### src/rtl/konw_pkg.sv
// Shared types for the konwersja_pipe number-format converter.
package konw_pkg;

   typedef enum logic [1:0] {
      MODE_ZM2U2  = 2'b00,
      MODE_U22ZM  = 2'b01,
      MODE_U22OFF = 2'b10,
      MODE_OFF2U2 = 2'b11
   } conv_mode_t;

   typedef struct packed {
      logic ovf;
      logic negzero;
   } konw_flags_t;

endpackage

### src/rtl/konwersja_pipe_if.sv
// Valid/ready bus of konwersja_pipe: operand side towards the operand mux, result side towards the ALU path.
interface konwersja_pipe_if #(
   parameter int WIDTH = 32,
   parameter int CNT_W = 16
);
   logic             i_valid;
   logic             o_ready;
   logic [WIDTH-1:0] i_argA;
   logic [1:0]       i_mode;
   logic             o_valid;
   logic             i_ready;
   logic [WIDTH-1:0] o_result;
   logic             o_ovf;
   logic             o_negzero;
   logic [CNT_W-1:0] o_count;

   modport slave (
      input  i_valid, i_argA, i_mode, i_ready,
      output o_ready, o_valid, o_result, o_ovf, o_negzero, o_count
   );

   modport master (
      output i_valid, i_argA, i_mode, i_ready,
      input  o_ready, o_valid, o_result, o_ovf, o_negzero, o_count
   );
endinterface

### src/rtl/konw_core.sv
// Combinational ZM / U2 / offset-binary conversion with overflow and negative-zero flags.
// KONW_SAT_EN: when defined, U2->ZM of the most-negative value saturates to 1 followed by all ones.
module konw_core
   import konw_pkg::*;
#(
   parameter int WIDTH = 32
) (
   input  logic [WIDTH-1:0] arg,
   input  conv_mode_t       mode,
   output logic [WIDTH-1:0] result,
   output konw_flags_t      flags
);

`ifdef KONW_SAT_EN
   localparam logic [WIDTH-1:0] OVF_RESULT = {WIDTH{1'b1}};
`else
   localparam logic [WIDTH-1:0] OVF_RESULT = {1'b1, {(WIDTH-1){1'b0}}};
`endif

   logic             sign;
   logic             low_zero;
   logic [WIDTH-1:0] mag;
   logic [WIDTH-1:0] neg_mag;
   logic [WIDTH-1:0] neg_arg;

   assign sign     = arg[WIDTH-1];
   assign low_zero = (arg[WIDTH-2:0] == '0);
   assign mag      = {1'b0, arg[WIDTH-2:0]};
   assign neg_mag  = -mag;
   assign neg_arg  = -arg;

   // NOTE: defaults first so every path assigns every output and no latch is inferred.
   always_comb begin
      result = arg;
      flags  = '0;
      unique case (mode)
         MODE_ZM2U2: begin
            if (sign) begin
               result        = neg_mag;
               flags.negzero = low_zero;
            end
         end
         MODE_U22ZM: begin
            if (sign) begin
               if (low_zero) begin
                  result    = OVF_RESULT;
                  flags.ovf = 1'b1;
               end else begin
                  result = {1'b1, neg_arg[WIDTH-2:0]};
               end
            end
         end
         MODE_U22OFF,
         MODE_OFF2U2: result = {~arg[WIDTH-1], arg[WIDTH-2:0]};
         default:     result = arg;
      endcase
   end

endmodule

### src/rtl/konwersja_pipe.sv
// Two-stage valid/ready number-format converter with flags and an accepted-transaction counter.
// Optional macro KONW_SAT_EN (see konw_core) selects the saturating U2->ZM overflow result.
module konwersja_pipe
   import konw_pkg::*;
#(
   parameter int WIDTH = 32,
   parameter int CNT_W = 16
) (
   input logic             i_clk,
   input logic             i_rst,
   konwersja_pipe_if.slave bus
);

   logic             s1_valid;
   logic [WIDTH-1:0] s1_arg;
   conv_mode_t       s1_mode;

   logic             s2_valid;
   logic [WIDTH-1:0] s2_result;
   konw_flags_t      s2_flags;

   logic [CNT_W-1:0] count;

   logic             s1_load;
   logic             s2_load;
   logic             accept;

   logic [WIDTH-1:0] core_result;
   konw_flags_t      core_flags;

   // Ready ripples back from the consumer in the same cycle to keep full throughput.
   assign s2_load = !s2_valid || bus.i_ready;
   assign s1_load = !s1_valid || s2_load;
   assign accept  = bus.i_valid && s1_load;

   konw_core #(.WIDTH(WIDTH)) u_core (
      .arg    (s1_arg),
      .mode   (s1_mode),
      .result (core_result),
      .flags  (core_flags)
   );

   // NOTE: non-blocking assignments so every register samples pre-edge values.
   always_ff @(posedge i_clk) begin
      if (i_rst) begin
         s1_valid  <= 1'b0;
         s2_valid  <= 1'b0;
         s2_result <= '0;
         s2_flags  <= '0;
         count     <= '0;
      end else begin
         if (s1_load) s1_valid <= accept;
         if (s2_load) s2_valid <= s1_valid;
         if (s2_load && s1_valid) begin
            s2_result <= core_result;
            s2_flags  <= core_flags;
         end
         if (accept) count <= count + 1'b1;
      end
   end

   // NOTE: stage-1 payload has no reset; it is only observed behind s1_valid.
   always_ff @(posedge i_clk) begin
      if (accept) begin
         s1_arg  <= bus.i_argA;
         s1_mode <= conv_mode_t'(bus.i_mode);
      end
   end

   assign bus.o_ready   = s1_load;
   assign bus.o_valid   = s2_valid;
   assign bus.o_result  = s2_result;
   assign bus.o_ovf     = s2_flags.ovf;
   assign bus.o_negzero = s2_flags.negzero;
   assign bus.o_count   = count;

endmodule

### src/flat_wrapper.sv
// flat-port wrapper written by rule: the top's interface ports become plain ports
module konwersja_pipe_flat import konw_pkg::*;
#(
   parameter int WIDTH = 32,
   parameter int CNT_W = 16
)
  (i_clk, i_rst, bus_i_valid, bus_i_argA, bus_i_mode, bus_i_ready, bus_o_ready, bus_o_valid, bus_o_result, bus_o_ovf, bus_o_negzero, bus_o_count);
  konwersja_pipe_if #(.WIDTH(WIDTH), .CNT_W(CNT_W)) bus_i ();
  input logic i_clk;
  input logic i_rst;
  input wire logic [$bits(bus_i.i_valid)-1:0] bus_i_valid;
  input wire logic [$bits(bus_i.i_argA)-1:0] bus_i_argA;
  input wire logic [$bits(bus_i.i_mode)-1:0] bus_i_mode;
  input wire logic [$bits(bus_i.i_ready)-1:0] bus_i_ready;
  output wire logic [$bits(bus_i.o_ready)-1:0] bus_o_ready;
  output wire logic [$bits(bus_i.o_valid)-1:0] bus_o_valid;
  output wire logic [$bits(bus_i.o_result)-1:0] bus_o_result;
  output wire logic [$bits(bus_i.o_ovf)-1:0] bus_o_ovf;
  output wire logic [$bits(bus_i.o_negzero)-1:0] bus_o_negzero;
  output wire logic [$bits(bus_i.o_count)-1:0] bus_o_count;
  assign bus_i.i_valid = bus_i_valid;
  assign bus_i.i_argA = bus_i_argA;
  assign bus_i.i_mode = bus_i_mode;
  assign bus_i.i_ready = bus_i_ready;
  assign bus_o_ready = bus_i.o_ready;
  assign bus_o_valid = bus_i.o_valid;
  assign bus_o_result = bus_i.o_result;
  assign bus_o_ovf = bus_i.o_ovf;
  assign bus_o_negzero = bus_i.o_negzero;
  assign bus_o_count = bus_i.o_count;
  konwersja_pipe #(.WIDTH(WIDTH), .CNT_W(CNT_W)) u_core (.i_clk(i_clk), .i_rst(i_rst), .bus(bus_i));
endmodule
### config.mk
export PLATFORM = sky130hd
export DESIGN_NAME = konwersja_pipe_flat
export DESIGN_NICKNAME = d
export VERILOG_FILES = /design/src/rtl/konw_pkg.sv /design/src/rtl/konwersja_pipe_if.sv /design/src/rtl/konw_core.sv /design/src/rtl/konwersja_pipe.sv /design/src/flat_wrapper.sv
export SDC_FILE = /design/constraint.sdc
export NUM_CORES = 1
export LEC_CHECK = 0
export ABC_CLOCK_PERIOD_IN_PS = 3500
export CAP_MARGIN = 20
export CORE_UTILIZATION = 53
export CTS_CLUSTER_DIAMETER = 40
export CTS_CLUSTER_SIZE = 10
export DETAILED_ROUTE_END_ITERATION = 12
export GPL_ROUTABILITY_DRIVEN = 0
export PLACE_DENSITY = 0.84
export SYNTH_ARGS = -nofsm -noshare
export SYNTH_HDL_FRONTEND = slang
export SYNTH_SLANG_ARGS = --single-unit
### constraint.sdc
create_clock -name i_clk -period 3.5 [get_ports i_clk]
set_input_delay 0.875 -clock i_clk [delete_from_list [all_inputs] [get_ports i_clk]]
set_output_delay 0.875 -clock i_clk [all_outputs]
set_load 0.02 [all_outputs]
---- Word-level counts from Yosys, hierarchy flattened ----
Cells that the tools add are included.
word-level totals
  flip-flop bits (word level) ............. 86
  input port bits ......................... 38
cells by class
  $add $sub $neg .......................... 3
  equal/unequal tests ..................... 3
  muxes and demuxes ....................... 9
  bitwise gates (word level) .............. 1
  reduce and logical (&&, ||, !) cells .... 9
operators by type and width
  kind                                           count
  one-hot mux 32 bit (3 select lines)            1
  2-to-1 mux 32 bit                              2
  negation 31 -> 32 bit                          1
  logical NOT 31 bit                             1
  2-to-1 mux 31 bit                              1
  negation 31 bit                                1
  adder 16 x 1 -> 16 bit, second input constant  1
  2-to-1 mux 1 bit                               5
  == test 2 bit, second input constant           2
  == test 2 x 1 -> 1 bit, second input constant  1
  logical AND 1 bit                              2
  logical NOT 1 bit                              2
  logical NOT 2 bit                              1
  logical OR 1 bit                               2
  OR reduction 2 bit                             1
  inverter 1 bit                                 1

---- Longest topological paths before layout ----
Gate-level depths: netlist of the first run.
  depth after elaboration ................. 4
  depth in mapped cells ................... 8
  gate-level depth less buffers ........... 7

---- Cells and area by module ----
A second synthesis of the first run with hierarchy kept.
unflattened totals
  cell total of the unflattened synthesis .. 414
  area, all modules ....................... 3892.5 um2
modules (own cells, without submodules)
  module          times used  cells each  area each (um2)  sequential area each (um2)
  konwersja_pipe  1           278         3035.4           2062.0
  konw_core       1           136         857.1            0.0

---- Worst setup path after synthesis of the first run ----
Ideal clock, no wire load.
  path type ............................... input -> register
  start point ............................. input port bus_i_ready
  end point ............................... register u_core.s1_arg[0] (enable)
  arrival time ............................ 2.043 ns
  required time ........................... 3.111 ns
  setup slack ............................. 1.068 ns
  stages on the path ...................... 3
  path buffers ............................ 0
  cell sequence ........................... nand3b_1 -> nand2_1 -> inv_1
between the ends
  longest elaborated chain between the ends .. 3
ends and longest elaborated chain
  element                  RTL line              RTL
  start, declared          flat_wrapper.sv:14    input wire logic [$bits(bus_i.i_ready)-1:0] bus_i_ready;
  logical OR 1 bit         konwersja_pipe.sv:32  assign s2_load = !s2_valid || bus.i_ready;
  logical OR 1 bit         konwersja_pipe.sv:33  assign s1_load = !s1_valid || s2_load;
  logical AND 1 bit        konwersja_pipe.sv:34  assign accept = bus.i_valid && s1_load;
  named net u_core.accept  konwersja_pipe.sv:26  logic accept;
  end signal, assigned     konwersja_pipe.sv:65  s1_arg <= bus.i_argA;
  end, declared            konwersja_pipe.sv:15  logic [WIDTH-1:0] s1_arg;
The timed path passes the listed nets, and every way through them passes these cells.
A chain may end at the register's enable or synchronous reset.

---- Worst setup path in the final report of the first run ----
  start point ............................. input port bus_i_ready
  end point ............................... output port bus_o_ready
between the ends
  longest elaborated chain between the ends .. 2
ends and longest elaborated chain
  element           RTL line              RTL
  logical OR 1 bit  konwersja_pipe.sv:32
  logical OR 1 bit  konwersja_pipe.sv:33
  end, declared     flat_wrapper.sv:15    output wire logic [$bits(bus_i.o_ready)-1:0] bus_o_ready;
Every way passes these cells.

==> flow_metrics.env, run 1 <==
export IMPL_multi_input_area_mm2=0.00162
export IMPL_reg2reg_depth=5
export IMPL_syn_nets=421
export IMPL_cts_root_buffer_cell="clkbuf_8"
export IMPL_fraction_of_final_layout_cells_sized_beyond_drive_strength_1_pct=6.89
export IMPL_synth_ff_latch_count=86
export IMPL_post_route_drc_count=0
export IMPL_max_freq_mhz=325
export IMPL_synth_simple_gate_area_share_pct=18.9
export IMPL_die_width_um=86.6
export IMPL_setup_violations_final=0
export IMPL_main_combinational_cell_family_by_area_after_synthesis="simple AND/OR/NAND/NOR gates"
export IMPL_timing_clock_skew_ps=8.77
export IMPL_yosys_area_share_xor_xnor_pct=8.31
export IMPL_result_of_the_run="complete, no violations"
export IMPL_area_sequential_mm2=0.00206
export IMPL_cts_buffers=9
export IMPL_num_antenna_cells=0
export IMPL_hold_buffers_post_cts=0
export IMPL_dr_pass1_iters=5
export IMPL_placementRows=30
export IMPL_antenna_violations_before_repair=0
export IMPL_worstSkewPairLatency_ps=350
export IMPL_die_h_um=86.6
export IMPL_post_cts_resized=0
export IMPL_synth_warnings=0
export IMPL_worst_hold_check_slack_ps=462
export IMPL_worst_reg2reg_path_startpoint="u_core.s1_arg[9]$_DFFE_PP_"
export IMPL_core_mm2=0.00687
export IMPL_drt_iter0_markers=241
export IMPL_reg2reg_to="u_core.bus.o_result[17]$_SDFFE_PP0P_"
export IMPL_clkSinkCount=86
export IMPL_totalWireLength_um=8890
export IMPL_min_delay_worst_endpoint="u_core.bus.o_result[3]$_SDFFE_PP0P_"
export IMPL_drv_slew=0
export IMPL_tightestPinTransition_ps=762
export IMPL_area_growth_pct=31.8
export IMPL_filler_cell_count=512
export IMPL_drt_via_density=5.67
export IMPL_static_leakage_power_uw=0.00168
export IMPL_cts_post_setup_buffers_inserted=0
export IMPL_finalHoldViolations=0
export IMPL_grt_start_max_net_pins=36
export IMPL_detailedPlacementHpwl_um=6410
export IMPL_initial_core_util_pct=55.2
export IMPL_htree_num_levels=3
export IMPL_max_clock_path_buffers=2
export IMPL_synth_edff_count=34
export IMPL_timing_critical_path_from_type="input port"
export IMPL_timing_reg2reg_setup_slack_ps=860
export IMPL_timing_critical_path_required_ps=2620
export IMPL_syn_area_mm2=0.00379
export IMPL_drt_antenna_violating_nets=0
export IMPL_leading_cell_types_in_the_layout_fill_and_taps_excluded="clkdlybuf4s50_1, dfxtp_1, edfxtp_1, nor2_1, nand2_1"
export IMPL_worst_hold_path_num_cells=2
export IMPL_post_drt_wl_per_cell_um=15.5
export IMPL_timing_hold_worst_start="u_core.bus.o_result[3]$_SDFFE_PP0P_"
export IMPL_setup_repair_after_global_routing_missed_its_margin="false"
export IMPL_crit_path_arrival_time_ps=2210
export IMPL_max_vdd_ir_drop_mv=0.276
export IMPL_synth_distinct_cells=47
export IMPL_synth_avg_cell_area_um2=9.96
export IMPL_worst_slew_slack_as_a_fraction_of_its_limit_pct=49.2
export IMPL_period_minus_slack_ps=3080
export IMPL_num_vias=3263
export IMPL_synth_area_mux_share_pct=0.264
export IMPL_postSynthCellCount=381
export IMPL_ys_async_rst_share_pct=0
export IMPL_final_common_cell="clkdlybuf4s50_1"
export IMPL_synthAdderAreaFrac_pct=0.660
export IMPL_first_global_vias=3118
export IMPL_holdCritPathClass="flop to flop"
export IMPL_final_net_count=514
export IMPL_synthesized_area_fraction_occupied_by_ao_oa_aoi_and_oai_cells_pct=14.5
export IMPL_worst_path_max_fanout=6
export IMPL_powerDensity_mw_per_mm2=416
export IMPL_globalRouteTotalUtil_pct=25.2
export IMPL_criticalPathCategory="input port to primary output"
export IMPL_grt_first_pass_wirelength_um=14500
export IMPL_placement_io_buffers=89
export IMPL_cap_viol_max_count=0
export IMPL_num_io_pins=90
export IMPL_clock_input_transition_at_the_sequential_cells_of_the_worst_setup_and_hold_paths_ps=80
export IMPL_tritoncts="done"
export IMPL_synth_top_flop_cell="dfxtp_1"
export IMPL_seq_area_frac_synth_pct=54.4
export IMPL_die_area_mm2=0.00750
export IMPL_grt_overflow_total=0
export IMPL_end_kind="primary output"
export IMPL_setup_tns_ps=0
export IMPL_post_route_period_util_pct=88.0
worst max-delay path by stage:
stage	from	end	depth (start not counted)
2_1_floorplan	bus_i_ready	u_core.s1_arg[0]$_DFFE_PP_	3
3_3_place_gp	bus_i_ready	bus_o_ready	3
3_5_place_dp	bus_i_ready	bus_o_ready	3
4_1_cts	bus_i_ready	bus_o_ready	3
5_1_grt	bus_i_ready	bus_o_ready	3
6_report	bus_i_ready	bus_o_ready	3
layer usage:
| metal | global-route usage, % | up-vias | wire (µm) |
|---|---|---|---|
| met4 | 11.4 | 0 | 136 |
| met5 | 0 | - | 0 |
| met2 | 42.6 | 142 | 4370 |
| met1 | 31.8 | 1528 | 3770 |
| li1 | - | 1576 | - |
| met3 | 4.48 | 17 | 622 |
report_power, final:
| part | internal (µW) | switching, µW |
|---|---|---|
| Sequential | 1100 | 47.8 |
| Combinational | 138 | 145 |
| Clock | 319 | 330 |
synth_stat cells, types with 11 or more instances:
library cell | instances | share of area, %
nand3_1 | 12 | 1.6
o21ai_0 | 28 | 3.7
clkbuf_1 | 13 | 1.3
dfxtp_1 | 52 | 27
nor3_1 | 11 | 1.5
inv_1 | 13 | 1.3
nand2_1 | 32 | 3.2
xor2_1 | 18 | 4.2
edfxtp_1 | 34 | 27
xnor2_1 | 18 | 4.2
a21oi_1 | 22 | 2.9
nor2_1 | 33 | 3.3
cell type report:
class | count | area share, %
multi-input combinational | 265 | 32.3
timing repair buffer | 99 | 19.3
tap | 96 | 2.40
clock inverter | 3 | 0.325
clock buffer | 13 | 3.40
sequential | 86 | 41.2
inverter | 13 | 0.976
flip-flops by register name (all words and copies together) (netlist names):
signal	flops
u_core.bus.o_negzero	1
u_core.s1_arg	32
u_core.bus.o_ovf	1
u_core.s1_valid	1
u_core.s1_mode	2
u_core.bus.o_count	16
u_core.bus.o_result	32
u_core.bus.o_valid	1
kinds of logic (layout without fill, tap and decap cells):
| logic type | after synthesis | in the layout |
|---|---|---|
| DFF | 86 | 86 |
| adders and majority gates | 2 | 2 |
| xor gates and xnor gates | 36 | 36 |
| AOI/OAI and AO/OA | 87 | 87 |
| and+or+nand+nor | 139 | 139 |
| buffers and inverters | 30 | 128 |
| muxes | 1 | 1 |
worst max-delay path, stage by stage:
cell and delay, ps:
clkdlybuf4s50_1 470, nand3b_1 220, clkdlybuf4s50_1 650
metrics by stage:
stage                     power, µW  cell area [µm²]  setup WS (ps)  std cells  utilization (%)
after detailed placement       1450             4810            427        559             70.1
after CTS                      2090             5000            414        575             72.8
after global placement         1440             4810            470        559             70.1
after global routing           2160             5000            375        575             72.8
after floorplan                1300             3790           1070        381                -
final                          2080             5000            420        575             72.8
Power figures use the tool's default switching activity.
==> inputs of run 2 (changes only) <==
- CAP_MARGIN: 20 -> 5
- GPL_TIMING_DRIVEN: unset -> 0
==> run 2 against run 1 <==
  * Final area about the same
  * Wire length increased by 7.7%
  * Critical path type unchanged
  * Clock-buffer cell count unchanged
  * Sequential share of layout area about the same
  * Non-clock buffer count increased by 8
  * First-iteration DRC count decreased by 18%
  * Critical path depth unchanged
==> flow_metrics.env, run 2 (synthesis results as in run 1) <==
export IMPL_result_of_the_run="complete, no violations"
export IMPL_antenna_violations_before_repair=0
export IMPL_setup_violations_final=0
export IMPL_final_net_count=522
export IMPL_placedInstanceArea_mm2=0.00480
export IMPL_holdCritPathClass="flop to flop"
export IMPL_core_mm2=0.00687
export IMPL_hold_buffers_post_cts=0
export IMPL_filler_cell_count=523
export IMPL_final_common_cell="clkdlybuf4s50_1"
export IMPL_end_kind="primary output"
export IMPL_setup_tns_ps=0
export IMPL_max_clock_path_buffers=2
export IMPL_cts_buffers=9
export IMPL_placementRows=30
export IMPL_num_vias=3355
export IMPL_powerDensity_mw_per_mm2=413
export IMPL_criticalPathCategory="input port to primary output"
export IMPL_drt_iter0_markers=198
export IMPL_worst_hold_check_slack_ps=461
export IMPL_grt_first_pass_wirelength_um=15500
export IMPL_first_global_vias=3305
export IMPL_post_drt_wl_per_cell_um=16.4
export IMPL_timing_clock_skew_ps=11.7
export IMPL_post_route_period_util_pct=88.8
export IMPL_max_vdd_ir_drop_mv=0.242
export IMPL_clkSinkCount=86
export IMPL_dr_pass1_iters=5
export IMPL_area_growth_pct=31.9
export IMPL_die_area_mm2=0.00750
export IMPL_setup_repair_after_global_routing_missed_its_margin="false"
export IMPL_cap_viol_max_count=0
export IMPL_post_route_drc_count=0
export IMPL_grt_overflow_total=0
export IMPL_timing_critical_path_from_type="input port"
export IMPL_grt_start_max_net_pins=36
export IMPL_num_io_pins=90
export IMPL_globalRouteTotalUtil_pct=27.1
export IMPL_worstSkewPairLatency_ps=350
export IMPL_tightestPinTransition_ps=642
export IMPL_clock_input_transition_at_the_sequential_cells_of_the_worst_setup_and_hold_paths_ps=80
export IMPL_die_h_um=86.6
export IMPL_period_minus_slack_ps=3110
export IMPL_drv_slew=0
export IMPL_detailedPlacementHpwl_um=6950
export IMPL_cts_root_buffer_cell="clkbuf_8"
export IMPL_timing_critical_path_required_ps=2620
export IMPL_post_route_cell_area_mm2=0.00500
export IMPL_drt_via_density=5.75
export IMPL_post_cts_resized=0
export IMPL_max_freq_mhz=322
export IMPL_htree_num_levels=3
export IMPL_fraction_of_final_layout_cells_sized_beyond_drive_strength_1_pct=5.13
export IMPL_crit_path_arrival_time_ps=2230
export IMPL_drt_antenna_violating_nets=0
export IMPL_leading_cell_types_in_the_layout_fill_and_taps_excluded="clkdlybuf4s50_1, dfxtp_1, edfxtp_1, nor2_1, nand2_1"
export IMPL_placement_io_buffers=89
export IMPL_cts_post_setup_buffers_inserted=0
export IMPL_worst_slew_slack_as_a_fraction_of_its_limit_pct=56.8
export IMPL_num_antenna_cells=0
export IMPL_finalHoldViolations=0
export IMPL_totalWireLength_um=9570
export IMPL_initial_core_util_pct=55.2
export IMPL_tritoncts="done"
export IMPL_static_leakage_power_uw=0.00165
export IMPL_die_width_um=86.6
export IMPL_worst_path_max_fanout=6
## run 2: changes by cell type in the layout (fill, tap and decap cells not counted), sizes merged
cell,before,now
clkbuf,13,26
clkinv,2,1
clkinvlp,0,1
buf,10,5
## run 2: routing by layer
metal / global-route usage (%) / routed length [µm] / up-vias
li1: - / - / 1590
met1: 33.6 / 4050 / 1578
met2: 45.8 / 4650 / 163
met3: 4.86 / 640 / 24
met4: 13.2 / 226 / 0
met5: 0 / 0 / -
## run 2: cell type report
cell class                      count  area [µm²]  share of cell area, %
Multi-Input combinational cell    265        1620                   32.3
Clock inverter                      3        18.8                  0.375
Clock buffer                       13         153                   3.05
Inverter                           13        48.8                  0.975
Tap cell                           96         120                   2.40
Sequential cell                    86        2060                   41.2
Buffer                             17        65.1                   1.30
Timing Repair Buffer               90         918                   18.4
## run 2: per-stage QoR
step	setup slack, ps	util [%]	std cells	power, µW
after global placement	413	69.9	566	1440
final	392	72.8	583	2070
after detailed placement	383	69.9	566	1450
after floorplan	1070	-	381	1300
after CTS	383	72.4	582	2060
after global routing	356	72.8	583	2130
## run 2: worst paths after layout
check / start / endpoint / slack [ps] / depth (start not counted)
max: bus_i_ready / bus_o_ready / 390 / 3
min: u_core.bus.o_negzero$_SDFFE_PP0P_ / u_core.bus.o_negzero$_SDFFE_PP0P_ / 460 / 2
max reg2reg: u_core.s1_arg[0]$_DFFE_PP_ / u_core.bus.o_result[17]$_SDFFE_PP0P_ / 1000 / 8
min reg2reg: u_core.bus.o_negzero$_SDFFE_PP0P_ / u_core.bus.o_negzero$_SDFFE_PP0P_ / 460 / 2
## run 2: worst max-delay path, cell delays in order
cell and delay (ps):
clkdlybuf4s50_1 480, nand3b_1 220, clkdlybuf4s50_1 660
## run 2: report_power, final
part	total [µW]	leakage, µW	switching (µW)	internal, µW
clock	631	0.0000874	346	286
sequential	1150	0.000757	47.6	1100
combinational	290	0.000806	152	138
==> inputs of run 3 (changes only) <==
- RECOVER_POWER: unset -> 25
==> run 3 against run 2 <==
  * Sequential power barely moved
  * Sequential share of layout area is the same
  * Final area unchanged
  * Fmax shrank 2.2%
  * Critical path depth stayed put
  * Non-clock buffer count unchanged
  * Power is 0.66% lower
  * Largest cell class unchanged
  * Largest power group unchanged
  * Highest routed layer unchanged
==> flow_metrics.env, run 3 (synthesis results as in run 1) <==
export IMPL_post_route_drc_count=0
export IMPL_clock_power_share_pct=30.6
export IMPL_postLayoutCoreUtil_pct=72.8
export IMPL_initial_core_util_pct=55.2
export IMPL_finalHoldViolations=0
export IMPL_drt_antenna_violating_nets=0
export IMPL_cellInternalPower_uw=1510
export IMPL_setup_tns_ps=0
export IMPL_timing_reg2reg_setup_slack_ps=1010
export IMPL_post_route_period_util_pct=90.8
export IMPL_placementRows=30
export IMPL_powerDensity_mw_per_mm2=410
export IMPL_crit_path_arrival_time_ps=2300
export IMPL_worst_path_max_fanout=6
export IMPL_tightestPinTransition_ps=644
export IMPL_static_leakage_power_uw=0.00168
export IMPL_cts_buffers=9
export IMPL_cp_cell_sequence="dlygate4sd3_1 -> nand3b_1 -> clkdlybuf4s50_1"
export IMPL_clkSinkCount=86
export IMPL_antenna_violations_before_repair=0
export IMPL_timing_critical_path_from_type="input port"
export IMPL_leading_cell_types_in_the_layout_fill_and_taps_excluded="dfxtp_1, clkdlybuf4s50_1, dlygate4sd3_1, edfxtp_1, nor2_1"
export IMPL_pre_cts_slack_ps=383
export IMPL_critPathSlowestCell="clkdlybuf4s50_1"
export IMPL_setup_repair_after_global_routing_missed_its_margin="false"
export IMPL_drt_via_density=5.76
export IMPL_num_io_pins=90
export IMPL_timing_critical_path_required_ps=2620
export IMPL_max_freq_mhz=315
export IMPL_holdCritPathClass="flop to flop"
export IMPL_post_cts_resized=0
export IMPL_die_width_um=86.6
export IMPL_seqPwrFrac_pct=55.8
export IMPL_clock_input_transition_at_the_sequential_cells_of_the_worst_setup_and_hold_paths_ps=80
export IMPL_filler_cell_count=523
export IMPL_post_drt_wl_per_cell_um=16.4
export IMPL_die_h_um=86.6
export IMPL_core_mm2=0.00687
export IMPL_max_vdd_ir_drop_mv=0.241
export IMPL_netSwitchingFraction_pct=26.4
export IMPL_multi_input_area_mm2=0.00162
export IMPL_grt_first_pass_wirelength_um=15500
export IMPL_globalRouteTotalUtil_pct=27.1
export IMPL_num_antenna_cells=0
export IMPL_worstSkewPairLatency_ps=350
export IMPL_tritoncts="done"
export IMPL_grt_overflow_total=0
export IMPL_area_sequential_mm2=0.00206
export IMPL_drt_iter0_markers=201
export IMPL_num_vias=3356
export IMPL_drv_slew=0
export IMPL_cap_viol_max_count=0
export IMPL_totalWireLength_um=9550
export IMPL_criticalPathCategory="input port to primary output"
export IMPL_power_switching_uw=542
export IMPL_area_growth_pct=31.9
export IMPL_htree_num_levels=3
export IMPL_grt_start_max_net_pins=36
export IMPL_result_of_the_run="complete, no violations"
export IMPL_cts_root_buffer_cell="clkbuf_8"
export IMPL_fraction_of_final_layout_cells_sized_beyond_drive_strength_1_pct=5.13
export IMPL_worst_slew_slack_as_a_fraction_of_its_limit_pct=56.6
export IMPL_final_net_count=522
export IMPL_end_kind="primary output"
export IMPL_dr_pass1_iters=5
export IMPL_final_common_cell="dfxtp_1"
export IMPL_max_clock_path_buffers=2
export IMPL_worst_stage_delay_on_the_critical_path_ps=600
export IMPL_timing_clock_skew_ps=11.4
export IMPL_period_minus_slack_ps=3180
export IMPL_cts_post_setup_buffers_inserted=0
export IMPL_detailedPlacementHpwl_um=6950
export IMPL_setup_violations_final=0
export IMPL_die_area_mm2=0.00750
export IMPL_least_setup_slack_across_all_paths_after_layout_ps=321
export IMPL_comb_power_share_pct=13.7
export IMPL_cpLargestDelayFamily="buffers and inverters"
export IMPL_first_global_vias=3305
export IMPL_hold_buffers_post_cts=0
export IMPL_cp_num_buf_inv=2
export IMPL_placement_io_buffers=89
## run 3: changes by cell type in the layout (fill, tap and decap cells not counted)
cell / change
dlygate4sd3_1: +41
clkdlybuf4s50_1: -41
## run 3: cell type report
type / instances / share of cell area (%)
Sequential cell: 86 / 41.2
Multi-Input combinational cell: 265 / 32.3
Timing Repair Buffer: 90 / 18.4
Clock buffer: 13 / 3.05
Tap cell: 96 / 2.40
Buffer: 17 / 1.30
Inverter: 13 / 0.975
Clock inverter: 3 / 0.375
## run 3: path summary, 6_finish.rpt
path,startpoint,end,cells after the start
worst max-delay path,bus_i_ready,bus_o_ready,3
worst max register to register,u_core.s1_arg[0]$_DFFE_PP_,u_core.bus.o_result[17]$_SDFFE_PP0P_,8
worst min-delay path,u_core.bus.o_negzero$_SDFFE_PP0P_,u_core.bus.o_negzero$_SDFFE_PP0P_,2
worst min register to register,u_core.bus.o_negzero$_SDFFE_PP0P_,u_core.bus.o_negzero$_SDFFE_PP0P_,2
## run 3: worst register-to-register path, stage by stage (launching register included)
cell	delay, ps
edfxtp_1	480
inv_1	90
ha_1	160
nor3b_2	450
nand4_1	230
or4_1	510
buf_2	190
or4b_1	180
a31oi_1	70
## run 3: metal layers
layer / track usage (%) / share of wire (%)
met3: 4.86 / 6.6
met5: 0 / 0
met2: 45.8 / 48
met4: 13.2 / 2.4
met1: 33.6 / 43
## run 3: through the flow
| step | cell area (µm²) | total power (µW) | hold slack (ps) | cells |
|---|---|---|---|---|
| floorplan | 3790 | 1300 | 448 | 381 |
| global placement | 4800 | 1440 | 446 | 566 |
| detailed placement | 4800 | 1450 | 450 | 566 |
| CTS | 4980 | 2060 | 462 | 582 |
| global route | 5000 | 2120 | 486 | 583 |
| finish | 5000 | 2050 | 459 | 583 |
## run 3: power groups by stage
stage	sequential (µW)	combinational [µW]	clock, µW
after detailed placement	1170	282	0
after global placement	1170	275	0
after global routing	1150	302	667
final	1140	281	627
after floorplan	1190	112	0
after CTS	1140	285	631
